==> src/rtl/fp_addsub_arbiter_pkg.sv <==
// Shared types and constants for the two-requester fp add/sub scheduler.
package fp_addsub_arbiter_pkg;

    localparam int unsigned FP_W = 32;

    localparam logic OP_ADD = 1'b0;
    localparam logic OP_SUB = 1'b1;

    typedef logic req_id_t;

    // Issue stage: operands waiting for the shared datapath
    typedef struct packed {
        logic            valid;
        req_id_t         id;
        logic [FP_W-1:0] a;
        logic [FP_W-1:0] b;
        logic            op;
    } issue_t;

    // Response stage: captured datapath result tagged with its requester
    typedef struct packed {
        logic            valid;
        req_id_t         id;
        logic [FP_W-1:0] result;
        logic            cout;
    } resp_t;

endpackage

==> src/rtl/fp_addsub_arbiter_rr_arb2.sv <==
// Two-way round-robin ready generation; each ready depends only on the other
// requester's valid, the priority bit and the enable.
module fp_addsub_arbiter_rr_arb2 (
    input  logic [1:0] valid,
    input  logic       prio,
    input  logic       en,
    output logic [1:0] ready_c
);

    always_comb begin
        ready_c = 2'b00;
        if (en) begin
            ready_c[0] = !valid[1] || !prio;
            ready_c[1] = !valid[0] ||  prio;
        end
    end

endmodule

==> src/rtl/fp_addsub_arbiter.sv <==
// Round-robin scheduler sharing one combinational fp add/sub datapath between
// two requesters through an issue register and a tagged response register.
module fp_addsub_arbiter
    import fp_addsub_arbiter_pkg::*;
#(
    parameter int unsigned CNT_W = 16
) (
    input  logic             clk,
    input  logic             rst,
    input  logic             req0_valid,
    output logic             req0_ready,
    input  logic [FP_W-1:0]  req0_a,
    input  logic [FP_W-1:0]  req0_b,
    input  logic             req0_op,
    input  logic             req1_valid,
    output logic             req1_ready,
    input  logic [FP_W-1:0]  req1_a,
    input  logic [FP_W-1:0]  req1_b,
    input  logic             req1_op,
    output logic [FP_W-1:0]  dp_a,
    output logic [FP_W-1:0]  dp_b,
    output logic             dp_op,
    output logic             dp_cin,
    input  logic [FP_W-1:0]  dp_fout,
    input  logic             dp_cout,
    output logic             rsp_valid,
    input  logic             rsp_ready,
    output logic             rsp_id,
    output logic [FP_W-1:0]  rsp_result,
    output logic             rsp_cout,
    output logic [CNT_W-1:0] cnt0,
    output logic [CNT_W-1:0] cnt1,
    output logic             busy
);

    issue_t     s1;
    resp_t      s2;
    logic       prio;
    logic       s2_free_c;
    logic       s1_adv_c;
    logic       s1_free_c;
    logic [1:0] ready_c;
    logic       gnt0_c;
    logic       gnt1_c;
    logic       rsp_fire_c;

    // Stage advance: S2 can take a result when empty or draining this cycle
    always_comb begin
        s2_free_c  = !s2.valid || rsp_ready;
        s1_adv_c   = s1.valid && s2_free_c;
        s1_free_c  = !s1.valid || s1_adv_c;
        gnt0_c     = req0_valid && ready_c[0];
        gnt1_c     = req1_valid && ready_c[1];
        rsp_fire_c = s2.valid && rsp_ready;
    end

    fp_addsub_arbiter_rr_arb2 u_arb (
        .valid   ({req1_valid, req0_valid}),
        .prio    (prio),
        .en      (s1_free_c),
        .ready_c (ready_c)
    );

    // Issue register and round-robin pointer; prio moves only on a grant
    always_ff @(posedge clk) begin
        if (rst) begin
            s1   <= '{valid: 1'b0, id: 1'b0, a: '0, b: '0, op: OP_ADD};
            prio <= 1'b0;
        end else if (gnt0_c) begin
            s1   <= '{valid: 1'b1, id: 1'b0, a: req0_a, b: req0_b, op: req0_op};
            prio <= 1'b1;
        end else if (gnt1_c) begin
            s1   <= '{valid: 1'b1, id: 1'b1, a: req1_a, b: req1_b, op: req1_op};
            prio <= 1'b0;
        end else if (s1_adv_c) begin
            s1.valid <= 1'b0;
        end
    end

    // Response register captures the datapath output as S1 advances
    always_ff @(posedge clk) begin
        if (rst) begin
            s2 <= '0;
        end else if (s1_adv_c) begin
            s2 <= '{valid: 1'b1, id: s1.id, result: dp_fout, cout: dp_cout};
        end else if (rsp_fire_c) begin
            s2.valid <= 1'b0;
        end
    end

    always_ff @(posedge clk) begin
        if (rst) begin
            cnt0 <= '0;
            cnt1 <= '0;
        end else if (rsp_fire_c) begin
            if (s2.id == 1'b0) cnt0 <= cnt0 + CNT_W'(1);
            else               cnt1 <= cnt1 + CNT_W'(1);
        end
    end

    assign req0_ready = ready_c[0];
    assign req1_ready = ready_c[1];
    assign dp_a       = s1.a;
    assign dp_b       = s1.b;
    assign dp_op      = s1.op;
    assign dp_cin     = 1'b0;
    assign rsp_valid  = s2.valid;
    assign rsp_id     = s2.id;
    assign rsp_result = s2.result;
    assign rsp_cout   = s2.cout;
    assign busy       = s1.valid | s2.valid;

endmodule
==> config.mk <==
export PLATFORM = sky130hd
export DESIGN_NAME = fp_addsub_arbiter
export DESIGN_NICKNAME = d
export VERILOG_FILES = /design/src/rtl/fp_addsub_arbiter_pkg.sv /design/src/rtl/fp_addsub_arbiter_rr_arb2.sv /design/src/rtl/fp_addsub_arbiter.sv
export SDC_FILE = /design/constraint.sdc
export NUM_CORES = 1
export LEC_CHECK = 0
export CELL_PAD_IN_SITES_DETAIL_PLACEMENT = 1
export CELL_PAD_IN_SITES_GLOBAL_PLACEMENT = 2
export CORE_MARGIN = 4
export CORE_UTILIZATION = 21
export DETAILED_ROUTE_END_ITERATION = 16
export PLACE_DENSITY_LB_ADDON = 0.1
export SYNTH_ARGS = -nofsm -noshare
export SYNTH_HDL_FRONTEND = slang
export SYNTH_SLANG_ARGS = --single-unit
==> constraint.sdc <==
create_clock -name clk -period 2.1 [get_ports clk]
set_clock_uncertainty 0.2 [all_clocks]
set_input_delay 0.42 -clock clk [delete_from_list [all_inputs] [get_ports clk]]
set_output_delay 0.42 -clock clk [all_outputs]
set_load 0.05 [all_outputs]
==> flow_summary_export.csv, run 1 <==
group,metric,value,unit
placement,place.detailed.hpwl,17300,um
critical_path,worst_path_largest_cell_delay,0.42,ns
power_and_ir_drop,worst_vdd_ir,400,uV
timing,finalMaxSlewViolations,0,
grt,grt.met1_usage,0.187,
placement,placer_congestion_estimate,0.710,
clock_tree,buffer_depth_of_the_longest_clock_path,2,
timing,layout_worst_path_cycle_share,0.972,
power_and_ir_drop,power.leakage,0.00405,uW
critical_path,worst_ep_required_time,1.48,ns
timing,min_period,2.04,ns
yosys,synth.avg_cell_area,7.94,um^2
final_layout,antennaDiodeCount,0,
critical_path,cp_top_family,"flip-flops",
yosys,synth.distinct_cells,44,
power_and_ir_drop,power_density,787,nW/um^2
critical_path,path_cells,"nand3b_4 > buf_4 > and2_1 > buf_12",
timing,timing_hold_violations_final,0,
die,initial_utilization,0.213,
die,floorplan.die.height,178,um
die,area_of_the_core_region,28700,um^2
grt,grt_start_max_net_pins,51,
clock_tree,clock_insertion_delay_worst_skew,0.41,ns
clock_tree,clock_tree_from_tritoncts,"built",
grt,grtUsageMet3,0.0642,
critical_path,crit_fanout,11,
power_and_ir_drop,finalPower,7670,uW
drt,routed_wirelength,23900,um
timing,timing.final.setup_violations,0,
grt,use_met2,0.231,
yosys,synth_flop_cell,"sky130_fd_sc_hd__dfxtp_1",
die,placement_rows,62,
yosys,netlist_top_cells_area,"sky130_fd_sc_hd__dfxtp_1 44%, sky130_fd_sc_hd__a21oi_1 9.1%, sky130_fd_sc_hd__nand2_1 9.0%",
die,dieArea,31800,um^2
timing,layout_setup_ws,0.0589,ns
status,run_status,"completed",
final_layout,area_added_between_synthesis_and_finish,59.7,%
grt,grt_remaining_overflow,0,
clock_tree,clock_tree.root_cell,"sky130_fd_sc_hd__clkbuf_16",
placement,port_buffers,302,
drt,detail_route.drc_violations,0,
flow_run,maxCapViolCount,0,
drt,first_pass_iteration_count_of_the_detailed_router,4,
final_layout,n_fill_cell,3365,
yosys,yosysWarningCount,0,
clock_tree,cts_post_setup_buffers_inserted,0,
grt,wire_length_of_the_first_global_routing_pass,36600,um
yosys,syn_inst,768,
drt,vias_per_cell,4.31,
grt,initial_antenna_violation_count,0,
yosys,number_of_enable_flip_flop_cells_after_synthesis,0,
yosys,synth_top_area_share,0.443,
die,io_pins,304,
critical_path,timing_worst_setup_path_type,"reg2out",
grt,first_global_vias,6428,
drt,via_count,6114,
grt,global_route.peak_usage_layer,"met2",
placement,place_worst_setup_slack,-0.245,ns
timing,fin_tns_setup,0,ns
critical_path,critPathArrivalTime,1.42,ns
grt,grt_util_all_layers,0.147,
yosys,synthesized_nets,938,
drt,wl_cell,16.8,um
yosys,synth_async_sr_flop_share,0,
final_layout,drive_gt1_frac,0.216,
yosys,postSynthRegisterBits,135,
drt,dr.first_iter.drc_count,138,
clock_tree,clock-sinks,135,
clock_tree,htree_num_levels,4,
timing,rsz_0062_raised_after_global_routing,"no",
final_layout,final_core_util,0.339,
clock_tree,cts_buf_count,17,
min_path,min-delay-path-class,"in2reg",
drt,drtAntennaViolNets,0,
critical_path,cpMaxStageDelayCell,"sky130_fd_sc_hd__dfxtp_4",
final_layout,num-nets-final,1191,
clock_tree,clk_pin_slew,0.06,ns
critical_path,critPathLaunchType,"register",
yosys,most_area_hungry_cell_type_in_the_yosys_netlist,"sky130_fd_sc_hd__dfxtp_1",
timing,fmax,490,MHz
critical_path,crit_path_capture_type,"output port",
critical_path,timing.critical_path.buf_inv,2,
yosys,ys_seq_area_frac,0.443,
yosys,post_synth_instance_area,6100,um^2
clock_tree,hold_buffers,0,
die,chipWidth,178,um
[repair_timing]
item,4_1_cts,5_1_grt
endpoints found under the hold margin,0,0
endpoints found under the setup margin,14,1
gates resized for setup,15,1
[per-stage QoR]
step           cells  hold WS, ns  cell area [um^2]
2_1_floorplan    768        0.232              6110
3_3_place_gp    1386        0.244              9170
3_5_place_dp    1386        0.247              9170
4_1_cts         1417        0.208              9740
5_1_grt         1417        0.224              9740
6_report        1417        0.214              9740
[worst reg2reg max path, cell delays in order, from the launching register on]
cell and delay (ns):
sky130_fd_sc_hd__dfxtp_1 0.40, sky130_fd_sc_hd__and3_1 0.28, sky130_fd_sc_hd__nand3_1 0.20, sky130_fd_sc_hd__or4_1 0.53, sky130_fd_sc_hd__a21oi_1 0.15
[synthesized netlist by cell type (2+ instances only)]
master	n
sky130_fd_sc_hd__a211oi_1	65
sky130_fd_sc_hd__a21oi_1	111
sky130_fd_sc_hd__and2_1	2
sky130_fd_sc_hd__and3_1	5
sky130_fd_sc_hd__and4_1	4
sky130_fd_sc_hd__buf_1	3
sky130_fd_sc_hd__buf_2	20
sky130_fd_sc_hd__buf_4	67
sky130_fd_sc_hd__clkbuf_1	27
sky130_fd_sc_hd__dfxtp_1	135
sky130_fd_sc_hd__ha_1	2
sky130_fd_sc_hd__inv_1	2
sky130_fd_sc_hd__nand2_1	147
sky130_fd_sc_hd__nand3_1	15
sky130_fd_sc_hd__nand4_1	9
sky130_fd_sc_hd__nor2_1	89
sky130_fd_sc_hd__nor3_1	5
sky130_fd_sc_hd__nor4_1	2
sky130_fd_sc_hd__o21a_1	2
sky130_fd_sc_hd__o21ai_0	7
sky130_fd_sc_hd__or3_1	7
sky130_fd_sc_hd__or4_1	2
sky130_fd_sc_hd__xnor2_1	7
sky130_fd_sc_hd__xor2_1	13
[layout make-up]
type | instances | area (um^2) | area share
Sequential cell | 135 | 2710 | 0.278
Clock buffer | 17 | 425 | 0.0437
Inverter | 2 | 7.51 | 0.000771
Multi-Input combinational cell | 513 | 2690 | 0.277
Clock inverter | 14 | 151 | 0.0155
Timing Repair Buffer | 352 | 3270 | 0.336
Tap cell | 384 | 480 | 0.0493
[sequential cells by signal (all words and copies together), names as in the netlist, 2 cells and up]
name	flops
cnt0	16
cnt1	16
dp_a	32
dp_b	32
rsp_result	32
s1	2
[cell usage in the layout (no fill, tap or decap), types with 5 or more instances in the layout]
| cell | count |
|---|---|
| sky130_fd_sc_hd__clkdlybuf4s50_1 | 165 |
| sky130_fd_sc_hd__clkbuf_16 | 17 |
| sky130_fd_sc_hd__buf_4 | 158 |
| sky130_fd_sc_hd__xor2_1 | 13 |
| sky130_fd_sc_hd__nand3_1 | 14 |
| sky130_fd_sc_hd__dfxtp_1 | 130 |
| sky130_fd_sc_hd__a21oi_1 | 111 |
| sky130_fd_sc_hd__nor2_1 | 89 |
| sky130_fd_sc_hd__nand2_1 | 147 |
| sky130_fd_sc_hd__nand4_1 | 9 |
| sky130_fd_sc_hd__a211oi_1 | 65 |
| sky130_fd_sc_hd__buf_12 | 16 |
| sky130_fd_sc_hd__dlygate4sd2_1 | 13 |
| sky130_fd_sc_hd__nor3_1 | 5 |
| sky130_fd_sc_hd__o21ai_0 | 7 |
| sky130_fd_sc_hd__or3_1 | 7 |
| sky130_fd_sc_hd__xnor2_1 | 7 |
[power by group]
group          switching, uW  internal [uW]  leakage [uW]
sequential              95.6           2730       0.00111
clock                   1270           1750      0.000273
combinational           1090            728       0.00267
[cells by family (layout without fill, tap and decap cells)]
| logic type | Yosys count | after routing | share of synthesized area |
|---|---|---|---|
| AND/OR/NAND/NOR | 297 | 297 | 0.213 |
| AO/OA/AOI/OAI | 191 | 191 | 0.187 |
| flip-flops | 135 | 135 | 0.443 |
| buffers and inverters | 120 | 385 | 0.120 |
| XOR/XNOR | 20 | 20 | 0.0287 |
| adder cells (fa/ha/maj) | 2 | 2 | 0.00410 |
| multiplexers | 2 | 2 | 0.00349 |
| other | 1 | 1 | 0.000615 |
[path summary, 6_finish.rpt]
path,cells past startpoint,from,slack [ns],end
hold / removal,2,rst,0.21,cnt0[8]
hold reg to reg,2,rsp_result[8],0.25,rsp_result[8]
setup reg to reg,4,cnt1[8],0.27,cnt1[15]
setup / recovery,4,rsp_valid,0.06,req0_ready
[layer usage]
metal  share of wire  routed length (um)  vias to the layer above
li1                -                   -                     3054
met3           0.095                2270                       14
met5               0                   0                        -
met1            0.44               10400                     2848
met2            0.46               10900                      198
met4          0.0091                 216                        0
No activity file was read; power rests on OpenSTA's default activity.
==> run 2, diff against run 1 <==
--- a/config.mk
+++ b/config.mk
@@ -10,6 +10,7 @@
 export CORE_MARGIN = 4
 export CORE_UTILIZATION = 21
 export DETAILED_ROUTE_END_ITERATION = 16
+export GPL_TIMING_DRIVEN = 0
 export PLACE_DENSITY_LB_ADDON = 0.1
 export SYNTH_ARGS = -nofsm -noshare
 export SYNTH_HDL_FRONTEND = slang
==> run 2 against run 1 <==
  * Power rose by 3.7%
  * Utilization rose by 1.3 points
  * Worst setup slack got worse by 0.0074 ns
  * Critical endpoint is now cnt1[3]
  * Largest power group unchanged
==> flow_summary_export.csv, run 2 (same netlist as run 1, synthesis figures left out) <==
group,metric,value,unit
final_layout,final_core_util,0.352,
placement,place.detailed.instances,1453,
clock_tree,clock_tree_from_tritoncts,"built",
grt,grt_util_all_layers,0.156,
critical_path,worst_path_largest_cell_delay,0.55,ns
drt,routed_wirelength,25100,um
status,run_status,"completed",
critical_path,timing_worst_setup_path_type,"reg2out",
placement,place.detailed.hpwl,18900,um
drt,first_pass_iteration_count_of_the_detailed_router,4,
die,floorplan.die.height,178,um
die,dieArea,31800,um^2
grt,grt_remaining_overflow,0,
timing,fmax,488,MHz
drt,dr.first_iter.drc_count,142,
drt,detail_route.drc_violations,0,
final_layout,n_fill_cell,3443,
die,placement_rows,62,
die,initial_utilization,0.213,
critical_path,timing.critical_path.buf_inv,1,
critical_path,cpMaxStageDelayCell,"sky130_fd_sc_hd__clkdlybuf4s15_1",
timing,min_period,2.05,ns
timing,timing.final.setup_violations,0,
placement,placer_congestion_estimate,0.751,
die,chipWidth,178,um
power_and_ir_drop,power_density,787,nW/um^2
clock_tree,cts_buf_count,17,
placement,placement.cell_area,9600,um^2
die,area_of_the_core_region,28700,um^2
critical_path,critPathArrivalTime,1.43,ns
critical_path,crit_fanout,7,
critical_path,crit_path_start,"cnt1[3]",
critical_path,critPathLaunchType,"register",
critical_path,cp_top_family,"buffers and inverters",
clock_tree,hold_buffers,0,
grt,initial_antenna_violation_count,3,
timing,worstMarginPinSlew,0.738,ns
placement,port_buffers,301,
clock_tree,htree_num_levels,4,
clock_tree,clk_pin_slew,0.07,ns
drt,via_count,6375,
grt,wire_length_of_the_first_global_routing_pass,38600,um
min_path,min-delay-path-class,"reg2reg",
power_and_ir_drop,power.leakage,0.00445,uW
drt,wl_cell,16.9,um
final_layout,layout.cells.most_common,"sky130_fd_sc_hd__clkdlybuf4s50_1",
die,io_pins,304,
grt,grt_start_max_net_pins,17,
timing,finalMaxSlewViolations,0,
final_layout,postLayoutCellArea,10100,um^2
clock_tree,clock_insertion_delay_worst_skew,0.42,ns
clock_tree,clock-sinks,135,
critical_path,worstReg2RegStart,"cnt1[3]",
final_layout,mostFrequentLayoutCells,"164 x sky130_fd_sc_hd__clkdlybuf4s50_1, 147 x sky130_fd_sc_hd__nand2_1, 131 x sky130_fd_sc_hd__dfxtp_1, 116 x sky130_fd_sc_hd__dlygate4sd2_1, 111 x sky130_fd_sc_hd__a21oi_1",
critical_path,path_cells,"clkdlybuf4s15_1",
power_and_ir_drop,finalPower,7950,uW
critical_path,crit_path_capture_type,"output port",
timing,timing_hold_violations_final,0,
final_layout,drive_gt1_frac,0.134,
timing,maxSlewHeadroom,0.508,
power_and_ir_drop,worst_vdd_ir,499,uV
timing,rsz_0062_raised_after_global_routing,"yes",
clock_tree,clock_tree.root_cell,"sky130_fd_sc_hd__clkbuf_16",
flow_run,maxCapViolCount,0,
final_layout,instances_no_fill,1486,
drt,vias_per_cell,4.29,
timing,final.hold.worst_slack,0.250,ns
timing,layout_worst_path_cycle_share,0.976,
drt,drtAntennaViolNets,0,
clock_tree,buffer_depth_of_the_longest_clock_path,2,
min_path,hold_start,"rsp_result[13]",
grt,first_global_vias,6669,
critical_path,worst_ep_required_time,1.48,ns
final_layout,num-nets-final,1259,
final_layout,area_added_between_synthesis_and_finish,65.6,%
-- run 2: cell count changes in the layout (fill, tap and decap cells not counted), sizes merged, moves of 2 or more --
cell           previous run  this run
buf                     174        95
bufinv                    2         4
clkbuf                   17        47
clkdlybuf4s15             0        14
clkinv                    5         7
clkinvlp                  4         1
dlygate4sd2              13       116
-- run 2: worst paths after layout --
check,cells past startpoint,end,slack (ns)
worst max-delay path,1,cnt1[3],0.05
worst min-delay path,2,rsp_result[13],0.25
worst max register to register,4,cnt1[15],0.13
worst min register to register,2,rsp_result[13],0.25
-- run 2: metal layers --
metal,vias to the layer above,global-route usage,wire length (um)
met4,6,0.0333,306
met3,21,0.0752,2610
met1,2946,0.188,10500
met2,205,0.253,11600
li1,3197,-,-
met5,-,0,40
-- run 2: what timing repair did --
item	CTS	global route
buffers inserted	0	1
pin swaps	0	0
setup endpoints to repair	256	59
gates resized for setup	167	21
gates cloned	0	0
-- run 2: stage by stage --
| step | setup slack, ns | TNS (ns) |
|---|---|---|
| global placement | -0.941 | -74.20 |
| finish | 0.0514 | 0 |
| detailed placement | -0.924 | -75.57 |
| global route | -0.00369 | -0.00369 |
| CTS | 0.00151 | 0 |
| floorplan | 0.00242 | 0 |
-- run 2: cell type report --
cell class,count,area (um^2),area share
clock inverters,14,199,0.0197
multi-input cells,513,2670,0.264
plain buffers,118,748,0.0741
diodes,1,2.50,0.000248
repair buffers,302,2860,0.283
well taps,384,480,0.0476
inverters,2,7.51,0.000743
flip-flops and latches,135,2710,0.268
clock buffers,17,425,0.0421
-- run 2: power breakdown --
part	switching [uW]	internal (uW)	leakage (uW)
Combinational	1120	747	0.00303
Clock	1270	2000	0.000304
Sequential	86.6	2730	0.00111
Total	2480	5470	0.00445
